**src/rtl/bridge_info_regs_pkg.sv**
```systemverilog
// Shared definitions for the bridge information register block.
//   word_t          : one 32-bit bridge register word
//   MAX_RD_LATENCY  : deepest read pipeline the block supports
//   *_idx/ctrl_base : word-index layout of the register regions, derived from
//                     the number of ID words and control registers
package bridge_info_regs_pkg;

  typedef logic [31:0] word_t;

  localparam int MAX_RD_LATENCY = 3;

  // First control register follows the ID words.
  function automatic int ctrl_base(input int num_id);
    return num_id;
  endfunction

  // The sticky status word follows the control registers.
  function automatic int status_idx(input int num_id, input int num_ctrl);
    return num_id + num_ctrl;
  endfunction

  // Low half of the cycle counter.
  function automatic int cnt_lo_idx(input int num_id, input int num_ctrl);
    return num_id + num_ctrl + 1;
  endfunction

  // High half of the cycle counter, served from the snapshot.
  function automatic int cnt_hi_idx(input int num_id, input int num_ctrl);
    return num_id + num_ctrl + 2;
  endfunction

endpackage

```
**src/rtl/bridge_read_pipe.sv**
```systemverilog
// Read-response delay line.
// Carries {valid, data} through DEPTH register stages. Data only advances
// alongside a valid beat, so the last stage keeps the previous read data
// while no response is being delivered.
//   clk, reset_n        : clock, asynchronous active-low clear
//   in_valid, in_data   : read request qualifier and decoded read word
//   out_valid, out_data : registered response, DEPTH cycles after input
module bridge_read_pipe
  import bridge_info_regs_pkg::*;
#(
  parameter int DEPTH = 1
) (
  input  logic  clk,
  input  logic  reset_n,
  input  logic  in_valid,
  input  word_t in_data,
  output logic  out_valid,
  output word_t out_data
);

  if (DEPTH < 1) begin : g_bad_depth
    $error("bridge_read_pipe: DEPTH must be at least 1");
  end

  logic [DEPTH-1:0] valid_r;
  word_t            data_r [DEPTH];

  // Shift valid every cycle; move data only with a valid beat.
  always_ff @(posedge clk or negedge reset_n) begin
    if (!reset_n) begin
      valid_r <= '0;
      for (int i = 0; i < DEPTH; i++) begin
        data_r[i] <= 32'h0000_0000;
      end
    end else begin
      valid_r[0] <= in_valid;
      if (in_valid) begin
        data_r[0] <= in_data;
      end
      for (int i = 1; i < DEPTH; i++) begin
        valid_r[i] <= valid_r[i-1];
        if (valid_r[i-1]) begin
          data_r[i] <= data_r[i-1];
        end
      end
    end
  end

  assign out_valid = valid_r[DEPTH-1];
  assign out_data  = data_r[DEPTH-1];

endmodule

```
**src/rtl/bridge_info_regs.sv**
```systemverilog
// Bridge information register block.
// Serves, by word index addr[ADDR_BITS+1:2]:
//   [0, NUM_ID)                 read-only ID words
//   [NUM_ID, NUM_ID+NUM_CTRL)   read/write control registers
//   NUM_ID+NUM_CTRL             sticky write-1-to-clear status
//   +1 / +2                     cycle counter low half / high snapshot
//   anything else               UNMAPPED_VALUE
// ID_WORDS lists word 0 leftmost in its concatenation. CTRL_RESET uses the
// same layout as the ctrl port (control register 0 in bits [31:0]).
// Ports:
//   clk, reset_n             : clock, asynchronous active-low reset
//   addr, rd, wr, wr_data    : bridge access (one-cycle strobes)
//   rd_data, rd_data_valid   : read response, RD_LATENCY cycles after rd
//   ctrl, ctrl_wr_pulse      : control register values and write pulses
//   status_set, status       : sticky status set pulses and current bits
module bridge_info_regs
  import bridge_info_regs_pkg::*;
#(
  parameter int                     ADDR_BITS      = 4,
  parameter int                     NUM_ID         = 3,
  parameter logic [NUM_ID*32-1:0]   ID_WORDS       = {NUM_ID{32'h0}},
  parameter int                     NUM_CTRL       = 2,
  parameter logic [NUM_CTRL*32-1:0] CTRL_RESET     = {NUM_CTRL{32'h0}},
  parameter int                     STATUS_W       = 8,
  parameter int                     RD_LATENCY     = 1,
  parameter logic [31:0]            UNMAPPED_VALUE = 32'h0
) (
  input  logic                     clk,
  input  logic                     reset_n,
  input  logic [31:0]              addr,
  input  logic                     rd,
  input  logic                     wr,
  input  logic [31:0]              wr_data,
  output logic [31:0]              rd_data,
  output logic                     rd_data_valid,
  output logic [NUM_CTRL*32-1:0]   ctrl,
  output logic [NUM_CTRL-1:0]      ctrl_wr_pulse,
  input  logic [STATUS_W-1:0]      status_set,
  output logic [STATUS_W-1:0]      status
);

  localparam int CTRL_BASE  = ctrl_base(NUM_ID);
  localparam int STATUS_IDX = status_idx(NUM_ID, NUM_CTRL);
  localparam int CNT_LO_IDX = cnt_lo_idx(NUM_ID, NUM_CTRL);
  localparam int CNT_HI_IDX = cnt_hi_idx(NUM_ID, NUM_CTRL);

  if (NUM_ID < 1 || NUM_CTRL < 1) begin : g_bad_counts
    $error("bridge_info_regs: NUM_ID and NUM_CTRL must be at least 1");
  end
  if (NUM_ID + NUM_CTRL + 3 > 2**ADDR_BITS) begin : g_bad_map
    $error("bridge_info_regs: register map does not fit in 2**ADDR_BITS words");
  end
  if (RD_LATENCY < 1 || RD_LATENCY > MAX_RD_LATENCY) begin : g_bad_latency
    $error("bridge_info_regs: RD_LATENCY must be 1..3");
  end
  if (STATUS_W < 1 || STATUS_W > 32) begin : g_bad_status_w
    $error("bridge_info_regs: STATUS_W must be 1..32");
  end

  int                     idx_s;
  logic                   unused_addr_s;
  logic                   is_id_s;
  logic                   is_ctrl_s;
  logic [NUM_CTRL-1:0]    ctrl_wr_s;
  logic [STATUS_W-1:0]    status_clr_s;
  word_t                  id_word_s;
  word_t                  ctrl_word_s;
  word_t                  status_word_s;
  word_t                  rd_word_s;

  logic [NUM_CTRL*32-1:0] ctrl_r;
  logic [NUM_CTRL-1:0]    ctrl_wr_pulse_r;
  logic [STATUS_W-1:0]    status_r;
  logic [63:0]            cnt_r;
  word_t                  cnt_hi_snap_r;

  // The window is already selected upstream; only the word index matters.
  assign idx_s         = int'(addr[ADDR_BITS+1:2]);
  assign unused_addr_s = ^{addr[31:ADDR_BITS+2], addr[1:0]};

  // Region and write-target decode of the current access.
  always_comb begin
    is_id_s   = (idx_s < NUM_ID);
    is_ctrl_s = (idx_s >= CTRL_BASE) && (idx_s < STATUS_IDX);
    ctrl_wr_s = '0;
    for (int i = 0; i < NUM_CTRL; i++) begin
      ctrl_wr_s[i] = wr && (idx_s == CTRL_BASE + i);
    end
    if (wr && (idx_s == STATUS_IDX)) begin
      status_clr_s = wr_data[STATUS_W-1:0];
    end else begin
      status_clr_s = '0;
    end
  end

  // Stage-0 read word: values as they stand in the rd cycle (pre-write).
  always_comb begin
    id_word_s = UNMAPPED_VALUE;
    for (int i = 0; i < NUM_ID; i++) begin
      id_word_s = (idx_s == i) ? ID_WORDS[(NUM_ID-1-i)*32 +: 32] : id_word_s;
    end
    ctrl_word_s = 32'h0000_0000;
    for (int i = 0; i < NUM_CTRL; i++) begin
      ctrl_word_s = (idx_s == CTRL_BASE + i) ? ctrl_r[i*32 +: 32] : ctrl_word_s;
    end
    status_word_s                 = 32'h0000_0000;
    status_word_s[STATUS_W-1:0]   = status_r;
    if (is_id_s) begin
      rd_word_s = id_word_s;
    end else if (is_ctrl_s) begin
      rd_word_s = ctrl_word_s;
    end else if (idx_s == STATUS_IDX) begin
      rd_word_s = status_word_s;
    end else if (idx_s == CNT_LO_IDX) begin
      rd_word_s = cnt_r[31:0];
    end else if (idx_s == CNT_HI_IDX) begin
      rd_word_s = cnt_hi_snap_r;
    end else begin
      rd_word_s = UNMAPPED_VALUE;
    end
  end

  // Control registers; the pulse is high while the new value is first visible.
  always_ff @(posedge clk or negedge reset_n) begin
    if (!reset_n) begin
      ctrl_r          <= CTRL_RESET;
      ctrl_wr_pulse_r <= '0;
    end else begin
      for (int i = 0; i < NUM_CTRL; i++) begin
        if (ctrl_wr_s[i]) begin
          ctrl_r[i*32 +: 32] <= wr_data;
        end
      end
      ctrl_wr_pulse_r <= ctrl_wr_s;
    end
  end

  // Sticky status: a set pulse overrides a same-cycle clear of that bit.
  always_ff @(posedge clk or negedge reset_n) begin
    if (!reset_n) begin
      status_r <= '0;
    end else begin
      status_r <= (status_r & ~status_clr_s) | status_set;
    end
  end

  // Free-running counter; a CNT_LO read freezes the matching high half.
  always_ff @(posedge clk or negedge reset_n) begin
    if (!reset_n) begin
      cnt_r         <= 64'h0;
      cnt_hi_snap_r <= 32'h0000_0000;
    end else begin
      cnt_r <= cnt_r + 64'd1;
      if (rd && (idx_s == CNT_LO_IDX)) begin
        cnt_hi_snap_r <= cnt_r[63:32];
      end
    end
  end

  bridge_read_pipe #(
    .DEPTH (RD_LATENCY)
  ) u_read_pipe (
    .clk       (clk),
    .reset_n   (reset_n),
    .in_valid  (rd),
    .in_data   (rd_word_s),
    .out_valid (rd_data_valid),
    .out_data  (rd_data)
  );

  assign ctrl          = ctrl_r;
  assign ctrl_wr_pulse = ctrl_wr_pulse_r;
  assign status        = status_r;

endmodule

```
**config.mk**
```make
export PLATFORM = sky130hd
export DESIGN_NAME = bridge_info_regs
export DESIGN_NICKNAME = d
export VERILOG_FILES = /design/src/rtl/bridge_info_regs_pkg.sv /design/src/rtl/bridge_read_pipe.sv /design/src/rtl/bridge_info_regs.sv
export SDC_FILE = /design/constraint.sdc
export NUM_CORES = 1
export LEC_CHECK = 0
export BUFFER_PORTS_ARGS = -buffer_cell sky130_fd_sc_hd__buf_4
export CORE_UTILIZATION = 55
export CTS_CLUSTER_DIAMETER = 60
export CTS_CLUSTER_SIZE = 10
export DETAILED_ROUTE_END_ITERATION = 16
export PLACE_DENSITY = 0.83
export SLEW_MARGIN = 15
export SYNTH_ARGS = -nofsm -noshare
export SYNTH_HDL_FRONTEND = slang
export SYNTH_SLANG_ARGS = --single-unit
```
**constraint.sdc**
```tcl
create_clock -name clk -period 2.4 [get_ports clk]
set_input_delay 0.12 -clock clk [delete_from_list [all_inputs] [get_ports clk]]
set_output_delay 0.12 -clock clk [all_outputs]
set_load 0.02 [all_outputs]
```
==> impl_results.md, run 1 <==
- Seq pwr share: 46.5%
- Sw Ratio: 26.9%
- Final RePlAce weighted congestion: 0.836
- RSZ-0062 raised after global routing: no
- Final Instance Area: 11,400 sq um
- Yosys warns: 0
- DR vias: 6,929
- Final worst path period need: 2.22 ns
- Num ports: 183
- Crit. End Element: register
- Most frequent cells in the layout: 203 x dfrtp_1, 172 x buf_4, 90 x mux2_2
- Lkg Pwr: 5.28 nW
- Vias in the first global route: 7,057
- Clk pwr share: 35.9%
- Sink Count: 203
- Post-CTS Setup Repair Bufs: 0
- Initial antenna violation count: 0
- DRC viols: 0
- Worst skew pair latency: 0.50 ns
- Cell taking the most area after synthesis: dfrtp_1
- Cell Area, Placed: 10,300 sq um
- Outcome: complete, no violations
- DR iter-0 viols: 486
- Pwr per Cell Area: 751 nW/um^2
- Die X: 128 um
- Die height: 128 um
- Max incr delay on CP: 0.58 ns
- Critical path, cell by cell: nand4_4, nor4_4, nand4_1, nor3_2, xor2_1
- Iteration count of the initial detailed-routing pass: 5
- Worst hold path type: primary input to register
- Synth top area share: 58.0%
- Fmax: 451 MHz
- Final hold vios: 0
- Gate Count Post-Synth: 714
- CTS tree: yes
- Wire length per cell: 20.4 um
- Power Total: 0.00856 W
- Ant diodes: 0
- WP buf/inv: 0
- Worst-case clock buffer depth: 3
- Setup Skew: 0.00877 ns
- Final WS setup: 0.183 ns
- GR Util All Layers: 29.4%
- Rel. slew slack: 62.8%
- Area grow syn2layout: 30.3%
- Via density: 6.07
- Slew @ Worst Pin: 0.558 ns
- Die footprint: 16,400 sq um
- Syn Nets: 791
- Setup crit start kind: register
- Synthesized area: 8750 sq um
- Reg area: 5080 sq um
- Total wire length: 23.2 mm
- Core footprint: 15,400 sq um
- P_sw: 0.00230 W
- Worst-path clk slew: 0.05 ns
- Seq/Total Area, Yosys: 58.0%
- Layout Nets: 1,006
- Post-synth cell types: 37
- Final setup TNS: 0 ns
- Num CTS Buffers: 24
- Multi-input gate area: 3380 sq um
- Std cell rows: 45
- Share of total power in combinational logic: 17.6%
- IO buf count: 154
- Synthesized flop and latch total: 203
- Root buffer cell: clkbuf_16
- Routed Antenna Nets: 0
- Critical path data arrival time: 2.63 ns
- VDD IR max: 0.718 mV
- Initial Util: 56.9%
- Total gr overflow: 0
- Synth area leaders: dfrtp_1 58%, mux2_2 12%, o221ai_1 3.2%
- Hpwl dp: 14.6 mm
- Max cap viols: 0
- Pre-CTS WS: 0.297 ns
- CP top delay family: simple AND/OR/NAND/NOR gates
- First-pass GRT wire length: 37.7 mm
- Synth Flop Type: dfrtp_1
- Commonest non-fill, non-tap cell in the layout: dfrtp_1
- Util after Layout: 74.2%
- Layout fillers: 968
- Worst path slowest cell: nor4_4
- P_int: 0.00626 W
- Post-synth EDFFs: 0
- Period utilisation layout: 92.4%
- Ys async rst share: 100%
- Final slew viol count: 0
- Worst-path fanout max: 7
- Largest net degree at the start of global routing: 65
- Worst Path Required: 2.81 ns
- Ratio of cells with drive above 1 in the final layout: 33.5%
- Hold buffer count at CTS: 49
- Critical path class: register to register
- Htree depth: 1
- Syn avg cell area: 12.3 sq um
- Count of final setup violators: 0
- Post-cts resize count: 0
[power by group through the flow]
| stage | sequential (W) | clock [W] | combinational, W |
|---|---|---|---|
| floorplan | 0.00432 | 0 | 0.000362 |
| global placement | 0.00399 | 0 | 0.00140 |
| detailed placement | 0.00401 | 0 | 0.00143 |
| CTS | 0.00395 | 0.00311 | 0.00149 |
| global route | 0.00401 | 0.00324 | 0.00160 |
| finish | 0.00398 | 0.00308 | 0.00151 |
[registers in the layout, indices dropped and copies added, names as in the netlist]
register               cells
cnt_hi_snap_r             32
u_read_pipe.out_data      32
ctrl                      64
ctrl_wr_pulse              2
status                     8
cnt_r                     64
u_read_pipe.out_valid      1
[per-layer routing]
layer / GRT usage (%) / wire length [um]
met1: 39.2 / 9460
met2: 48.5 / 11400
met3: 5.51 / 1610
met4: 10.3 / 784
met5: 0 / 0
[synthesized netlist by cell type, types with 3 or more instances]
cell / count
mux2_2: 90
nor3_1: 12
nor4_1: 3
o21ai_0: 6
nor2b_1: 9
nor4_2: 4
xor2_1: 31
buf_1: 7
clkbuf_1: 29
nand4_1: 21
a221oi_1: 24
nor2_1: 29
dfrtp_1: 203
and3_1: 6
xnor2_1: 30
a21o_1: 8
inv_1: 43
a222oi_1: 8
nand3_1: 23
o22ai_1: 32
nand2_1: 44
o221ai_1: 32
[final timing paths]
kind                                 from                     to  slack, ns  cells after the start
worst min register to register  cnt_r[63]              cnt_r[63]       0.49                      1
worst max-delay path             cnt_r[9]              cnt_r[56]       0.18                      5
min in group asynchronous         reset_n              status[5]       0.19                      2
worst min-delay path                   rd  u_read_pipe.out_valid       0.12                      2
max in group asynchronous         reset_n               ctrl[17]       1.39                      3
worst max register to register   cnt_r[9]              cnt_r[56]       0.18                      5
[per-stage QoR]
| stage | cells | hold slack, ns |
|---|---|---|
| 2_1_floorplan | 714 | -0.176 |
| 3_3_place_gp | 1065 | 0.156 |
| 3_5_place_dp | 1065 | 0.151 |
| 4_1_cts | 1141 | 0.110 |
| 5_1_grt | 1141 | 0.117 |
| 6_report | 1141 | 0.123 |
[cell type report]
| type | count | share of cell area, % |
|---|---|---|
| Timing Repair Buffer | 226 | 16.5 |
| Inverter | 43 | 1.42 |
| Multi-Input combinational cell | 431 | 29.7 |
| Sequential cell | 203 | 44.6 |
| Clock inverter | 1 | 0.0768 |
| Clock buffer | 26 | 5.52 |
| Tap cell | 211 | 2.32 |
[logic make-up after synthesis]
group | synth area share, %
flip-flops | 58.0
AND/OR/NAND/NOR | 10.6
AO/OA/AOI/OAI | 9.92
multiplexers | 11.6
buffers and inverters | 3.45
XOR/XNOR | 6.29
adder cells (fa/ha/maj) | 0.143
Note: power is estimated with default switching activity, not from simulation.
==> run 2, diff against run 1 <==
--- a/config.mk
+++ b/config.mk
@@ -6,12 +6,13 @@
 export NUM_CORES = 1
 export LEC_CHECK = 0
 export BUFFER_PORTS_ARGS = -buffer_cell sky130_fd_sc_hd__buf_4
-export CORE_UTILIZATION = 55
+export CORE_UTILIZATION = 56
 export CTS_CLUSTER_DIAMETER = 60
 export CTS_CLUSTER_SIZE = 10
 export DETAILED_ROUTE_END_ITERATION = 16
-export PLACE_DENSITY = 0.83
+export PLACE_DENSITY = 0.84
 export SLEW_MARGIN = 15
 export SYNTH_ARGS = -nofsm -noshare
 export SYNTH_HDL_FRONTEND = slang
+export SYNTH_HIERARCHICAL = 1
 export SYNTH_SLANG_ARGS = --single-unit
==> run 2 against run 1 <==
Compared with the run above:
- sequential power about the same
- highest routed layer unchanged
- clock skew up 0.00078 ns
- largest power group unchanged
- critical endpoint is now cnt_r[46]
- first-iteration DRC count up 55%
==> impl_results.md, run 2 <==
- Outcome: complete, no violations (unchanged)
- Num ports: 183 (unchanged)
- Core footprint: 16,600 sq um (was 15,400 sq um)
- Most frequent cells in the layout: 203 x dfrtp_1, 177 x buf_4, 131 x nand2_1 (was 203 x dfrtp_1, 172 x buf_4, 90 x mux2_2)
- Layout fillers: 983 (was 968)
- R2R Setup Slk: 0.32 ns (was 0.18 ns)
- Count of final setup violators: 0 (unchanged)
- Clk pwr share: 35.6% (was 35.9%)
- DR vias: 7,774 (was 6,929)
- Total gr overflow: 0 (unchanged)
- Pre-CTS WS: 0.374 ns (was 0.297 ns)
- Wire length per cell: 22.5 um (was 20.4 um)
- Post-CTS Setup Repair Bufs: 0 (unchanged)
- Setup crit start kind: register (unchanged)
- DRC viols: 0 (unchanged)
- Synthesized flop and latch total: 203 (unchanged)
- Ys async rst share: 100% (unchanged)
- Worst hold path type: primary input to asynchronous set/reset pin (was primary input to register)
- Synth area leaders: dfrtp_1 53%, mux2_4 9.3%, nand2_1 5.2% (was dfrtp_1 58%, mux2_2 12%, o221ai_1 3.2%)
- Std cell rows: 47 (was 45)
- Post-synth cell types: 42 (was 37)
- Seq/Total Area, Yosys: 53.3% (was 58.0%)
- GR Util All Layers: 32.8% (was 29.4%)
- Routed Antenna Nets: 0 (unchanged)
- VDD IR max: 0.542 mV (was 0.718 mV)
- Setup Skew: 0.00955 ns (was 0.00877 ns)
- Initial antenna violation count: 0 (unchanged)
- Final RePlAce weighted congestion: 0.868 (was 0.836)
- Crit. End Element: register (unchanged)
- Die X: 132 um (was 128 um)
- Worst-case clock buffer depth: 3 (unchanged)
- Worst skew pair latency: 0.51 ns (was 0.50 ns)
- P_int: 0.00630 W (was 0.00626 W)
- Post-synth top cells: 203 x dfrtp_1, 131 x nand2_1, 59 x mux2_4 (was 203 x dfrtp_1, 90 x mux2_2, 44 x nand2_1)
- Worst-path fanout max: 7 (unchanged)
- Worst-path clk slew: 0.06 ns (was 0.05 ns)
- Sink Count: 203 (unchanged)
- Worst path slowest cell: dfrtp_1 (was nor4_4)
- Gate Count Post-Synth: 830 (was 714)
- Lkg Pwr: 6.01 nW (was 5.28 nW)
- Reg2Reg Capture Point: cnt_r[46] (was cnt_r[56])
- Root buffer cell: clkbuf_16 (unchanged)
- Die height: 132 um (was 128 um)
- Final slew viol count: 0 (unchanged)
- Yosys warns: 6 (was 0)
- Synth Flop Type: dfrtp_1 (unchanged)
- Cell Area, Placed: 11,000 sq um (was 10,300 sq um)
- Fmax: 481 MHz (was 451 MHz)
- Area grow syn2layout: 26.7% (was 30.3%)
- Vias in the first global route: 7,951 (was 7,057)
- First-pass GRT wire length: 44.9 mm (was 37.7 mm)
- Total wire length: 28.3 mm (was 23.2 mm)
- Syn Nets: 907 (was 791)
- Initial Util: 57.5% (was 56.9%)
- Critical path data arrival time: 2.50 ns (was 2.63 ns)
- Cell mode on critical path: and3_1
- Critical path class: register to register (unchanged)
- Via density: 6.18 (was 6.07)
- CTS tree: yes (unchanged)
- Reg2Reg Launch Point: cnt_r[10] (was cnt_r[9])
- Final worst path period need: 2.08 ns (was 2.22 ns)
- P_sw: 0.00253 W (was 0.00230 W)
- Layout Nets: 1,115 (was 1,006)
- Max incr delay on CP: 0.50 ns (was 0.58 ns)
- Num CTS Buffers: 24 (unchanged)
- Largest net degree at the start of global routing: 78 (was 65)
- Final WS setup: 0.322 ns (was 0.183 ns)
- Rel. slew slack: 55.3% (was 62.8%)
- Syn avg cell area: 11.5 sq um (was 12.3 sq um)
- Ant diodes: 0 (unchanged)
- RSZ-0062 raised after global routing: no (unchanged)
- Iteration count of the initial detailed-routing pass: 5 (unchanged)
- Worst Path Required: 2.83 ns (was 2.81 ns)
- Slew @ Worst Pin: 0.670 ns (was 0.558 ns)
- Commonest non-fill, non-tap cell in the layout: dfrtp_1 (unchanged)
- Share of total power in combinational logic: 19.2% (was 17.6%)
- Final setup TNS: 0 ns (unchanged)
- Pwr per Cell Area: 730 nW/um^2 (was 751 nW/um^2)
- Synth top area share: 53.3% (was 58.0%)
- Critical path, cell by cell: and3_1, and3_1, nand3_2, buf_4, nor3_1, xor2_1 (was nand4_4, nor4_4, nand4_1, nor3_2, xor2_1)
- Period utilisation layout: 86.6% (was 92.4%)
- IO buf count: 154 (unchanged)
- Register-to-Register Path Depth: 6 (was 5)
- Synthesized area: 9540 sq um (was 8750 sq um)
- Seq pwr share: 45.2% (was 46.5%)
- Count leader, synth: dfrtp_1 (unchanged)
- Sw Ratio: 28.6% (was 26.9%)
- Cell taking the most area after synthesis: dfrtp_1 (unchanged)
- Die footprint: 17,600 sq um (was 16,400 sq um)
- Post-synth EDFFs: 0 (unchanged)
- Final Instance Area: 12,100 sq um (was 11,400 sq um)
- DR iter-0 viols: 752 (was 486)
- Max cap viols: 0 (unchanged)
- Htree depth: 1 (unchanged)
- Hpwl dp: 16.7 mm (was 14.6 mm)
- Ratio of cells with drive above 1 in the final layout: 30.2% (was 33.5%)
- Final hold vios: 0 (unchanged)
## run 2: final cells by class
type | count | area, sq um | share of cell area, %
Clock buffer | 25 | 626 | 5.18
Clock inverter | 1 | 8.76 | 0.0725
Inverter | 15 | 56.3 | 0.466
Multi-Input combinational cell | 562 | 4120 | 34.1
Sequential cell | 203 | 5080 | 42.0
Tap cell | 220 | 275 | 2.28
Timing Repair Buffer | 232 | 1920 | 15.9
## run 2: worst max-delay path by stage
stage,start,slack [ns],cells past startpoint,to
final,cnt_r[10],0.32,6,cnt_r[46]
after CTS,cnt_r[0],0.34,7,cnt_r[46]
after detailed placement,cnt_r[0],0.37,7,cnt_r[46]
after floorplan,cnt_r[0],0.56,6,cnt_r[58]
after global placement,cnt_r[0],0.46,7,cnt_r[30]
after global routing,cnt_r[0],0.18,7,cnt_r[36]
## run 2: metal layers
metal | part of all wire (%) | global-route usage [%] | vias to the layer above | wire [um]
li1 | - | - | 3317 | -
met1 | 39 | 42.4 | 3887 | 10900
met2 | 49 | 54.5 | 463 | 13900
met3 | 8.4 | 7.05 | 107 | 2380
met4 | 3.9 | 12.6 | 0 | 1110
met5 | 0 | 0 | - | 0
## run 2: logic make-up after synthesis
| kind of cell | share of synthesized area [%] |
|---|---|
| AND/OR/NAND/NOR | 13.9 |
| flip-flops | 53.3 |
| multiplexers | 15.8 |
| AO/OA/AOI/OAI | 7.66 |
| buffers and inverters | 3.62 |
| XOR/XNOR | 5.69 |
| adder cells (fa/ha/maj) | 0.131 |
## run 2: what timing repair did
item / in CTS / in global routing
hold buffers: 50 / 0
hold endpoints to repair: 152 / 0
setup endpoints to repair: 0 / 0
resized for setup: 0 / 0
## run 2: power groups by stage
stage | Sequential (W) | Clock [W] | Combinational (W)
global route | 0.00400 | 0.00331 | 0.00177
CTS | 0.00395 | 0.00314 | 0.00164
global placement | 0.00399 | 0 | 0.00152
detailed placement | 0.00400 | 0 | 0.00157
finish | 0.00399 | 0.00314 | 0.00170
floorplan | 0.00428 | 0 | 0.000506
## run 2: stage by stage
stage,power [W],hold slack [ns],instances,util (%)
floorplan,0.00479,-0.176,830,-
global placement,0.00551,0.188,1182,66.0
detailed placement,0.00556,0.195,1182,66.0
CTS,0.00874,0.212,1258,72.9
global route,0.00908,0.283,1258,72.9
finish,0.00883,0.195,1258,72.9
## run 2: worst max-delay path, delay by kind of cell, from the launching register on
kind	cells	cell delay [ns]
DFF	1	0.50
and+or+nand+nor	4	1.09
xor gates and xnor gates	1	0.17
buffers and inverters	1	0.23
==> run 3, diff against run 2 <==
--- a/config.mk
+++ b/config.mk
@@ -6,11 +6,12 @@
 export NUM_CORES = 1
 export LEC_CHECK = 0
 export BUFFER_PORTS_ARGS = -buffer_cell sky130_fd_sc_hd__buf_4
-export CORE_UTILIZATION = 56
+export CORE_UTILIZATION = 58
+export CTS_BUF_LIST = sky130_fd_sc_hd__clkbuf_4
 export CTS_CLUSTER_DIAMETER = 60
 export CTS_CLUSTER_SIZE = 10
 export DETAILED_ROUTE_END_ITERATION = 16
-export PLACE_DENSITY = 0.84
+export PLACE_DENSITY = 0.86
 export SLEW_MARGIN = 15
 export SYNTH_ARGS = -nofsm -noshare
 export SYNTH_HDL_FRONTEND = slang
==> constraint.sdc (replaced) <==
create_clock -name clk -period 2.25 [get_ports clk]
set_input_delay 0.1125 -clock clk [delete_from_list [all_inputs] [get_ports clk]]
set_output_delay 0.1125 -clock clk [all_outputs]
set_load 0.02 [all_outputs]
==> run 3 against run 2 <==
Compared with the run above:
- flip-flop and latch count did not move
- cell count did not move
- sequential share of layout area rose by 1.4 points
- worst setup slack got worse by 0.10 ns
- non-clock buffer count rose by 3
- largest cell class unchanged
- fmax rose by 2.4%
- clock power fell by 47%
- register-to-register slack got worse by 0.10 ns
- die area fell by 3.4%
- routed wire length fell by 13%
- worst hold slack got worse by 0.15 ns
==> impl_results.md, run 3 (same netlist as run 2, synthesis figures left out) <==
- Outcome: complete, no violations (unchanged)
- Final WS setup: 0.221 ns (was 0.322 ns)
- Period utilisation layout: 90.2% (was 86.6%)
- Max cap viols: 0 (unchanged)
- Routed Antenna Nets: 0 (unchanged)
- DR vias: 7,425 (was 7,774)
- Critical path class: register to register (unchanged)
- Initial Util: 59.8% (was 57.5%)
- M1 GR Usage: 39.3% (was 42.4%)
- Total gr overflow: 0 (unchanged)
- Reg2Reg Capture Point: cnt_r[58] (was cnt_r[46])
- M2 GR Usage: 47.8% (was 54.5%)
- Pre-CTS WS: 0.248 ns (was 0.374 ns)
- Final hold vios: 0 (unchanged)
- Critical path data arrival time: 2.57 ns (was 2.50 ns)
- Grt peak-use layer: met2 (unchanged)
- Final setup TNS: 0 ns (unchanged)
- Final slew viol count: 0 (unchanged)
- Ratio of cells with drive above 1 in the final layout: 30.5% (was 30.2%)
- Layout fillers: 950 (was 983)
- Die height: 130 um (was 132 um)
- Hold_ws: 0.0411 ns (was 0.195 ns)
- Commonest non-fill, non-tap cell in the layout: dfrtp_1 (unchanged)
- Area grow syn2layout: 22.6% (was 26.7%)
- Worst-case clock buffer depth: 3 (unchanged)
- Most frequent cells in the layout: 203 x dfrtp_1, 179 x buf_4, 131 x nand2_1 (was 203 x dfrtp_1, 177 x buf_4, 131 x nand2_1)
- Largest net degree at the start of global routing: 69 (was 78)
- Iteration count of the initial detailed-routing pass: 5 (unchanged)
- Reg2Reg Launch Point: cnt_r[0] (was cnt_r[10])
- Multi-input gate area: 4120 sq um (about the same)
- Crit. End Element: register (unchanged)
- Count of final setup violators: 0 (unchanged)
- Post-CTS Setup Repair Bufs: 0 (unchanged)
- Htree depth: 1 (unchanged)
- Worst Path Required: 2.79 ns (was 2.83 ns)
- RSZ-0062 raised after global routing: no (unchanged)
- DR iter-0 viols: 748 (was 752)
- Sink Count: 203 (unchanged)
- Reg area: 5080 sq um (unchanged)
- Lkg Pwr: 5.84 nW (was 6.01 nW)
- Worst hold path type: primary input to asynchronous set/reset pin (unchanged)
- Grt met3 use: 5.58% (was 7.05%)
- Fmax: 493 MHz (was 481 MHz)
- Setup crit start kind: register (unchanged)
- VDD IR max: 0.465 mV (was 0.542 mV)
- CP Launch Point: cnt_r[0] (was cnt_r[10])
- Final Instance Area: 11,700 sq um (was 12,100 sq um)
- Vias in the first global route: 7,284 (was 7,951)
- Root buffer cell: clkbuf_4 (was clkbuf_16)
- Hpwl dp: 16.6 mm (was 16.7 mm)
- DRC viols: 0 (unchanged)
- Worst-path clk slew: 0.12 ns (was 0.06 ns)
- Initial antenna violation count: 1 (was 0)
- Via density: 5.90 (was 6.18)
- First-pass GRT wire length: 38.4 mm (was 44.9 mm)
- Pwr per Cell Area: 655 nW/um^2 (was 730 nW/um^2)
- Die footprint: 17,000 sq um (was 17,600 sq um)
- Final worst path period need: 2.03 ns (was 2.08 ns)
- Slew @ Worst Pin: 0.601 ns (was 0.670 ns)
- Std cell rows: 46 (was 47)
- Die X: 130 um (was 132 um)
- Worst-path fanout max: 9 (was 7)
- Num ports: 183 (unchanged)
- Core footprint: 15,900 sq um (was 16,600 sq um)
- Rel. slew slack: 60.0% (was 55.3%)
- Worst skew pair latency: 0.63 ns (was 0.51 ns)
- R2R Setup Slk: 0.22 ns (was 0.32 ns)
- Num CTS Buffers: 24 (unchanged)
- Final RePlAce weighted congestion: 0.886 (was 0.868)
- Register-to-Register Path Depth: 6 (unchanged)
- Cell Area, Placed: 11,000 sq um (about the same)
- Wire length per cell: 19.5 um (was 22.5 um)
- Setup Skew: 0.0209 ns (was 0.00955 ns)
- IO buf count: 154 (unchanged)
- Total wire length: 24.6 mm (was 28.3 mm)
- CTS tree: yes (unchanged)
- Layout Nets: 1,118 (was 1,115)
- GR Util All Layers: 29.3% (was 32.8%)
[run 3: cell count changes in the layout (fill, tap and decap cells not counted), sizes merged]
cell	delta
buf	+3
diode	+1
[run 3: how the worst max path moves through the flow]
| stage | end |
|---|---|
| global route | cnt_r[36] |
| detailed placement | cnt_r[58] |
| global placement | cnt_r[30] |
| finish | cnt_r[58] |
| floorplan | cnt_r[58] |
| CTS | cnt_r[58] |
[run 3: worst max-delay path: stages (launching register included)]
cell	delay, ns
dfrtp_1	0.43
ha_1	0.23
nand4_1	0.23
nor3_4	0.23
nand3_2	0.26
nor4_1	0.39
xor2_1	0.18
[run 3: layout make-up]
cell class / count / share of cell area [%]
Antenna cell: 1 / 0.0214
Clock buffer: 25 / 1.61
Clock inverter: 1 / 0.0749
Inverter: 15 / 0.482
Multi-Input combinational cell: 562 / 35.3
Sequential cell: 203 / 43.5
Tap cell: 216 / 2.31
Timing Repair Buffer: 235 / 16.8
[run 3: where the power goes]
part           switching, W  internal (W)  total (W)
clock               0.00115      0.000519    0.00167
combinational      0.000935      0.000829    0.00176
sequential         0.000283       0.00394    0.00422
[run 3: timing repair]
action,in CTS,in global routing
gates resized for setup,0,1
endpoints found under the setup margin,0,1
hold endpoints to repair,278,0
hold buffers,50,0
[run 3: per-layer routing]
| layer | vias to the layer above | wire, um |
|---|---|---|
| met3 | 67 | 1990 |
| met2 | 349 | 11700 |
| li1 | 3330 | - |
| met5 | - | 0 |
| met4 | 0 | 764 |
| met1 | 3679 | 10100 |
[run 3: per-stage QoR]
step / utilization (%) / total power, W / std cells
5_1_grt: 73.3 / 0.00796 / 1258
3_3_place_gp: 68.9 / 0.00588 / 1181
4_1_cts: 73.2 / 0.00763 / 1257
2_1_floorplan: - / 0.00511 / 830
6_report: 73.3 / 0.00765 / 1258
3_5_place_dp: 68.9 / 0.00594 / 1181
